<file path="config.mk">
export PLATFORM = sky130hd
export DESIGN_NAME = mips_dmem_responder_flat
export DESIGN_NICKNAME = d
export VERILOG_FILES = /design/src/rtl/mips_dmem_responder_if.sv /design/src/rtl/mips_dmem_responder.sv /design/src/flat_wrapper.sv
export SDC_FILE = /design/constraint.sdc
export NUM_CORES = 2
export LEC_CHECK = 0
export CAP_MARGIN = 10
export CORE_UTILIZATION = 56
export DETAILED_ROUTE_END_ITERATION = 16
export PLACE_DENSITY_LB_ADDON = 0.3
export SLEW_MARGIN = 0
export SYNTH_ARGS = -nofsm -noshare
export SYNTH_HDL_FRONTEND = slang
export SYNTH_SLANG_ARGS = --single-unit
</file>
<file path="constraint.sdc">
create_clock -name clk -period 3.59 [get_ports clk]
set_input_delay 0.718 -clock clk [delete_from_list [all_inputs] [get_ports clk]]
set_output_delay 0.718 -clock clk [all_outputs]
set_load 0.01 [all_outputs]
</file>
<file path="src/rtl/mips_dmem_responder_if.sv">
// mips_dmem_responder_if: data bus between the MIPS core and the data-side
// responder, plus the outbound mailbox valid/ready port.
//   memwrite  : store strobe from core
//   aluout    : byte address from core
//   writedata : store data from core
//   readdata  : load data to core (combinational)
//   out_valid : mailbox head valid
//   out_data  : mailbox head word
//   out_ready : consumer accepts head
// Modports: slave = responder side, master = core/consumer side.
interface mips_dmem_responder_if;
    logic        memwrite;
    logic [31:0] aluout;
    logic [31:0] writedata;
    logic [31:0] readdata;
    logic        out_valid;
    logic [31:0] out_data;
    logic        out_ready;

    modport slave (
        input  memwrite,
        input  aluout,
        input  writedata,
        input  out_ready,
        output readdata,
        output out_valid,
        output out_data
    );

    modport master (
        output memwrite,
        output aluout,
        output writedata,
        output out_ready,
        input  readdata,
        input  out_valid,
        input  out_data
    );
endinterface

</file>
<file path="src/rtl/mips_dmem_responder.sv">
// mips_dmem_responder: data-side memory responder for the single-cycle MIPS
// core. Word-addressed RAM at 0x0xxxxxxx plus an I/O page:
//   0xFFFF0000 CNT  : free-running cycle counter (read / load)
//   0xFFFF0004 MBOX : mailbox FIFO push (write) / head peek (read)
//   0xFFFF0008 STAT : {occupancy[8:4], overflow[2], empty[1], full[0]}
// Ports:
//   clk   : clock, rising edge
//   reset : asynchronous active-low reset
//   bus   : mips_dmem_responder_if.slave (core data bus + mailbox port)
// Optional feature: define MIPS_DMEM_TIMER_EN to instantiate the counter;
// otherwise CNT reads return 0 and CNT writes are ignored.
module mips_dmem_responder #(
    parameter int unsigned MEM_WORDS  = 64,
    parameter int unsigned FIFO_DEPTH = 8
) (
    input  logic                   clk,
    input  logic                   reset,
    mips_dmem_responder_if.slave   bus
);
    localparam int unsigned AW = $clog2(MEM_WORDS);
    localparam int unsigned PW = $clog2(FIFO_DEPTH);
    localparam int unsigned CW = PW + 1;

    localparam logic [29:0] CNT_WADDR  = 30'h3FFF_C000;
    localparam logic [29:0] MBOX_WADDR = 30'h3FFF_C001;
    localparam logic [29:0] STAT_WADDR = 30'h3FFF_C002;

    // Address decode on the word address
    logic          sel_ram, sel_cnt, sel_mbox, sel_stat;
    logic [AW-1:0] ram_idx;
    logic          unused_addr_bits;

    assign sel_ram          = (bus.aluout[31:28] == 4'h0);
    assign sel_cnt          = (bus.aluout[31:2] == CNT_WADDR);
    assign sel_mbox         = (bus.aluout[31:2] == MBOX_WADDR);
    assign sel_stat         = (bus.aluout[31:2] == STAT_WADDR);
    assign ram_idx          = bus.aluout[AW+1:2];
    assign unused_addr_bits = ^bus.aluout[1:0];

    // Data RAM: no reset, contents persist across reset
    logic [31:0] mem [MEM_WORDS];

    always_ff @(posedge clk) begin
        if (bus.memwrite && sel_ram) begin
            mem[ram_idx] <= bus.writedata;
        end
    end

    // Cycle counter
    logic [31:0] cnt_rd;
`ifdef MIPS_DMEM_TIMER_EN
    logic [31:0] cnt_q;

    always_ff @(posedge clk or negedge reset) begin
        if (!reset) begin
            cnt_q <= '0;
        end else if (bus.memwrite && sel_cnt) begin
            cnt_q <= bus.writedata;
        end else begin
            cnt_q <= cnt_q + 32'd1;
        end
    end

    assign cnt_rd = cnt_q;
`else
    assign cnt_rd = '0;
`endif

    // Mailbox FIFO state
    logic [31:0]   fifo_mem [FIFO_DEPTH];
    logic [PW-1:0] rd_ptr_q, wr_ptr_q, rd_ptr_d, wr_ptr_d;
    logic [CW-1:0] count_q, count_d;
    logic          ovf_q, ovf_d;
    logic          push_req, push, pop, full, empty, ovf_clr;

    assign full     = (count_q == CW'(FIFO_DEPTH));
    assign empty    = (count_q == '0);
    assign pop      = !empty && bus.out_ready;
    assign push_req = bus.memwrite && sel_mbox;
    // A full FIFO still accepts a push when the head leaves the same cycle
    assign push     = push_req && (!full || pop);
    assign ovf_clr  = bus.memwrite && sel_stat && bus.writedata[2];

    // Next-state for pointers, occupancy and sticky overflow
    always_comb begin
        rd_ptr_d = rd_ptr_q;
        wr_ptr_d = wr_ptr_q;
        count_d  = count_q;
        ovf_d    = ovf_q;
        if (pop) begin
            rd_ptr_d = rd_ptr_q + PW'(1);
        end
        if (push) begin
            wr_ptr_d = wr_ptr_q + PW'(1);
        end
        if (push && !pop) begin
            count_d = count_q + CW'(1);
        end else if (pop && !push) begin
            count_d = count_q - CW'(1);
        end
        // Set takes priority over clear
        if (ovf_clr) begin
            ovf_d = 1'b0;
        end
        if (push_req && !push) begin
            ovf_d = 1'b1;
        end
    end

    always_ff @(posedge clk or negedge reset) begin
        if (!reset) begin
            rd_ptr_q <= '0;
            wr_ptr_q <= '0;
            count_q  <= '0;
            ovf_q    <= 1'b0;
        end else begin
            rd_ptr_q <= rd_ptr_d;
            wr_ptr_q <= wr_ptr_d;
            count_q  <= count_d;
            ovf_q    <= ovf_d;
        end
    end

    // FIFO storage needs no reset; occupancy gates its visibility
    always_ff @(posedge clk) begin
        if (push) begin
            fifo_mem[wr_ptr_q] <= bus.writedata;
        end
    end

    assign bus.out_valid = !empty;
    assign bus.out_data  = fifo_mem[rd_ptr_q];

    logic [31:0] stat_word;
    assign stat_word = {23'd0, 5'(count_q), 1'b0, ovf_q, empty, full};

    // Combinational load path
    always_comb begin
        bus.readdata = '0;
        if (sel_ram) begin
            bus.readdata = mem[ram_idx];
        end else if (sel_cnt) begin
            bus.readdata = cnt_rd;
        end else if (sel_mbox) begin
            bus.readdata = empty ? 32'd0 : fifo_mem[rd_ptr_q];
        end else if (sel_stat) begin
            bus.readdata = stat_word;
        end
    end
endmodule

</file>
<file path="src/flat_wrapper.sv">
// flat-port wrapper written by rule: the top's interface ports become plain ports
module mips_dmem_responder_flat 
#(
    parameter int unsigned MEM_WORDS  = 64,
    parameter int unsigned FIFO_DEPTH = 8
)
  (clk, reset, bus_memwrite, bus_aluout, bus_writedata, bus_out_ready, bus_readdata, bus_out_valid, bus_out_data);
  mips_dmem_responder_if bus_i ();
  input  logic clk;
  input  logic reset;
  input wire logic [$bits(bus_i.memwrite)-1:0] bus_memwrite;
  input wire logic [$bits(bus_i.aluout)-1:0] bus_aluout;
  input wire logic [$bits(bus_i.writedata)-1:0] bus_writedata;
  input wire logic [$bits(bus_i.out_ready)-1:0] bus_out_ready;
  output wire logic [$bits(bus_i.readdata)-1:0] bus_readdata;
  output wire logic [$bits(bus_i.out_valid)-1:0] bus_out_valid;
  output wire logic [$bits(bus_i.out_data)-1:0] bus_out_data;
  assign bus_i.memwrite = bus_memwrite;
  assign bus_i.aluout = bus_aluout;
  assign bus_i.writedata = bus_writedata;
  assign bus_i.out_ready = bus_out_ready;
  assign bus_readdata = bus_i.readdata;
  assign bus_out_valid = bus_i.out_valid;
  assign bus_out_data = bus_i.out_data;
  mips_dmem_responder #(.MEM_WORDS(MEM_WORDS), .FIFO_DEPTH(FIFO_DEPTH)) u_core (.clk(clk), .reset(reset), .bus(bus_i));
endmodule
</file>
==> metrics.txt <==
vias per cell=6.94; peak fanout along the critical path=8; post-synthesis compound-gate area fraction=0.0989; Die Width=399 um; Clock Latency Late Sink=0.87 ns; Cell variety after synth=56; failing checks=setup timing; critical path type=in -> out; power density over the cells=506 nW/um^2; Hold Path Depth=1; MaxCap Viol Count=0; CTS tree=yes; final WL=271 mm; Hold Path Class=in -> reg; mux share of post-synthesis cell area=0.0832; Gate Count Post-Synth=4713; cts bufs inserted=218; min-delay src=bus_writedata[26]; area delta synth->final=25.6%; crit end category=output port; placed cell area=98600 um^2; Mapped Nets=4787; design area=111000 um^2; share of the synthesized area in the top cell type=0.783; CTS Buffer Depth=3; Hold Path Sink=u_core.mem[12][26]; Die ar.=159000 um^2; reg2reg end=u_core.count_q[3]; die height=399 um; Max Slew Vio Count=0; Least-Margin Pin Slew=1.35 ns; Post-synth top flop=edfxtp_1; Finished Layout Cells=7800; adder-cell share of the synthesized area=0.000934; xor/xnor cell area share of the yosys netlist=0.000694; DR pass1 iterations=6; P_leak=37.5 nW; arrival time at the worst endpoint=3.20 ns; part of the Yosys area used for sequential elements=0.786; final worst-path setup slack=-0.324 ns; largest family of logic cells by synthesized area=compound AO/OA/AOI/OAI gates; hpwl dp=157 mm; Slew HR=0.103; Post-synth ARST share=0.00475; port buffer count=130; cell count after placement=7231; Congestion Overflow GR=0; status=finished with violations; CTS clk-pin slew, worst paths=0.06 ns; Initial Utilization=0.565; RD Place Congestion=0.956; largest net degree at the start of global routing=81; core area=156000 um^2; vias=54200; R2R Setup Slk=0.59 ns; wire per inst=34.8 um; row count=145; Period minus WS final=3.91 ns; Final Hold Vio Count=0; worst clock skew=0.0257 ns; Fill cells=9003; Highest Clock Rate=255 MHz; first-pass GRT wire length=373 mm; num ports=133; Required @ worst endpoint=2.87 ns; remaining antenna violation count=0; Max H-tree Level=4; launching point of the worst reg2reg path=u_core.count_q[2]; RSZ-0062 raised after global routing=true; gr usage total=0.333; Synth Area in Simple Gates=0.0146; largest area contributor in the netlist=edfxtp_1; mapped cell area=88400 um^2; Iteration-0 DRC Markers=8294; Peak VDD IR=0.522 mV; layout cell share with drive strength beyond 1=0.312; FF-to-FF path depth=11; layout net count=5626; Finish-stage setup viols=32; total negative slack=-5.51 ns; CP startpoint kind=input port; number of remaining DRC errors=0; YS warnings=0; CTS root buffer=clkbuf_16; synthesized flop and latch total=2315; final hold slack=0.111 ns; period utilization=1.09; initial antenna violation count=8; vias in the first global route=52100; largest cells by area after synthesis=edfxtp_1, mux2i_1, a221o_1, o22ai_1, mux4_2; EDFF count, synth=2304; clock sinks=2315; post-synthesis average cell area=18.8 um^2
[cell usage in the layout (no fill, tap or decap), types with 20 or more instances in the layout]
cell type and n:
buf_2 46, buf_16 47, buf_12 185, buf_4 503
mux2_4 27, mux2i_1 480, a221o_1 394, o22ai_1 244
a21oi_1 90, a221oi_1 23, a22oi_1 20, buf_6 79
clkinv_1 60, o22ai_2 56, o22ai_4 37, nor2_4 72
o22a_1 21, edfxtp_1 2304, mux4_2 83, a21oi_2 115
clkbuf_16 234, clkinv_2 44, nand2_1 45, clkbuf_1 40
nand3b_1 26
[where the power goes]
group          internal [W]  switching (W)  leakage (nW)
logic               0.00157        0.00240          13.2
registers            0.0297     0.00000439          20.9
clock network        0.0124         0.0100          3.38
[routing by layer]
layer | global-route usage | part of all wire | vias to the layer above
met1 | 0.449 | 0.35 | 27700
met3 | 0.0785 | 0.12 | 621
met2 | 0.514 | 0.47 | 4214
met5 | 0 | 0.00026 | -
met4 | 0.166 | 0.053 | 10
li1 | - | - | 21600
[logic make-up (layout without fill, tap and decap cells)]
group,count (synthesis),after routing
adder cells (fa/ha/maj),6,6
AO/OA/AOI/OAI,1146,1146
XOR/XNOR,7,7
flip-flops,2315,2315
other,0,7
multiplexers,625,625
AND/OR/NAND/NOR,259,259
buffers and inverters,355,1377
[cell type report]
type	instances	area, um^2	area share
clock inverters	143	1270	0.0115
diodes	7	17.5	0.000158
clock buffers	260	5660	0.0509
repair buffers	960	11300	0.102
inverters	14	60.1	0.000541
well taps	2058	2570	0.0232
multi-input cells	2043	20700	0.186
flip-flops and latches	2315	69500	0.626
[critical path: stages]
cell and delay [ns]:
buf_12 0.13, and2_4 0.22, buf_12 0.17, buf_8 0.15, buf_16 0.13, a221o_1 0.36, a21oi_2 0.13, o22ai_1 0.08
buf_4 0.19, o41ai_4 0.46, buf_4 0.22, nand2_4 0.06, buf_6 0.12
[metrics by stage]
stage | total power [W] | setup WS, ns | util
floorplan | 0.0316 | -0.479 | -
global placement | 0.0333 | -1.43 | 0.630
detailed placement | 0.0334 | -1.40 | 0.630
CTS | 0.0558 | -0.301 | 0.700
global route | 0.0573 | -0.298 | 0.710
finish | 0.0561 | -0.324 | 0.710
[flip-flops by register name, indices dropped and copies added, names as in the netlist]
name	cells
u_core.fifo_mem	256
u_core.count_q	4
u_core.mem	2048
u_core.ovf_q	1
u_core.rd_ptr_q	3
u_core.wr_ptr_q	3
[synthesized netlist by cell type, types with 4 or more instances]
| cell | count |
|---|---|
| mux2i_1 | 497 |
| o32ai_1 | 10 |
| buf_1 | 46 |
| mux2_2 | 45 |
| nand2_1 | 66 |
| o21ai_0 | 25 |
| o31ai_1 | 6 |
| nor3_1 | 8 |
| buf_2 | 50 |
| o2bb2ai_1 | 5 |
| nand2b_1 | 11 |
| a22oi_1 | 28 |
| xnor2_1 | 6 |
| nor2b_1 | 4 |
| nand4_1 | 4 |
| inv_1 | 13 |
| a221oi_1 | 42 |
| o22a_1 | 21 |
| nor2_1 | 79 |
| nand3_1 | 15 |
| a22o_1 | 16 |
| o211ai_1 | 11 |
| mux4_2 | 83 |
| nand3b_1 | 26 |
| edfxtp_1 | 2304 |
| o221ai_1 | 10 |
| a21oi_1 | 209 |
| o22ai_1 | 337 |
| or2_2 | 13 |
| ha_1 | 5 |
| o41ai_1 | 24 |
| dfrtp_1 | 11 |
| and3_1 | 5 |
| clkbuf_1 | 245 |
| nor4_1 | 11 |
| a221o_1 | 394 |
[repair_timing]
action,in CTS,in global routing
pin swaps,157,139
gates resized for setup,683,241
setup endpoints to repair,62,42
hold buffers,0,0
setup buffers,71,52
cloned,39,14
[how the worst max path moves through the flow]
stage | startpoint | endpoint | slack (ns)
floorplan | bus_aluout[4] | u_core.mem[10][0] | -0.48
global placement | bus_aluout[3] | bus_readdata[17] | -1.43
CTS | bus_aluout[2] | bus_readdata[25] | -0.30
finish | bus_aluout[3] | bus_readdata[25] | -0.32
detailed placement | bus_aluout[3] | bus_readdata[17] | -1.40
global route | bus_aluout[3] | bus_readdata[16] | -0.30
(Power assumes the default switching activity.)
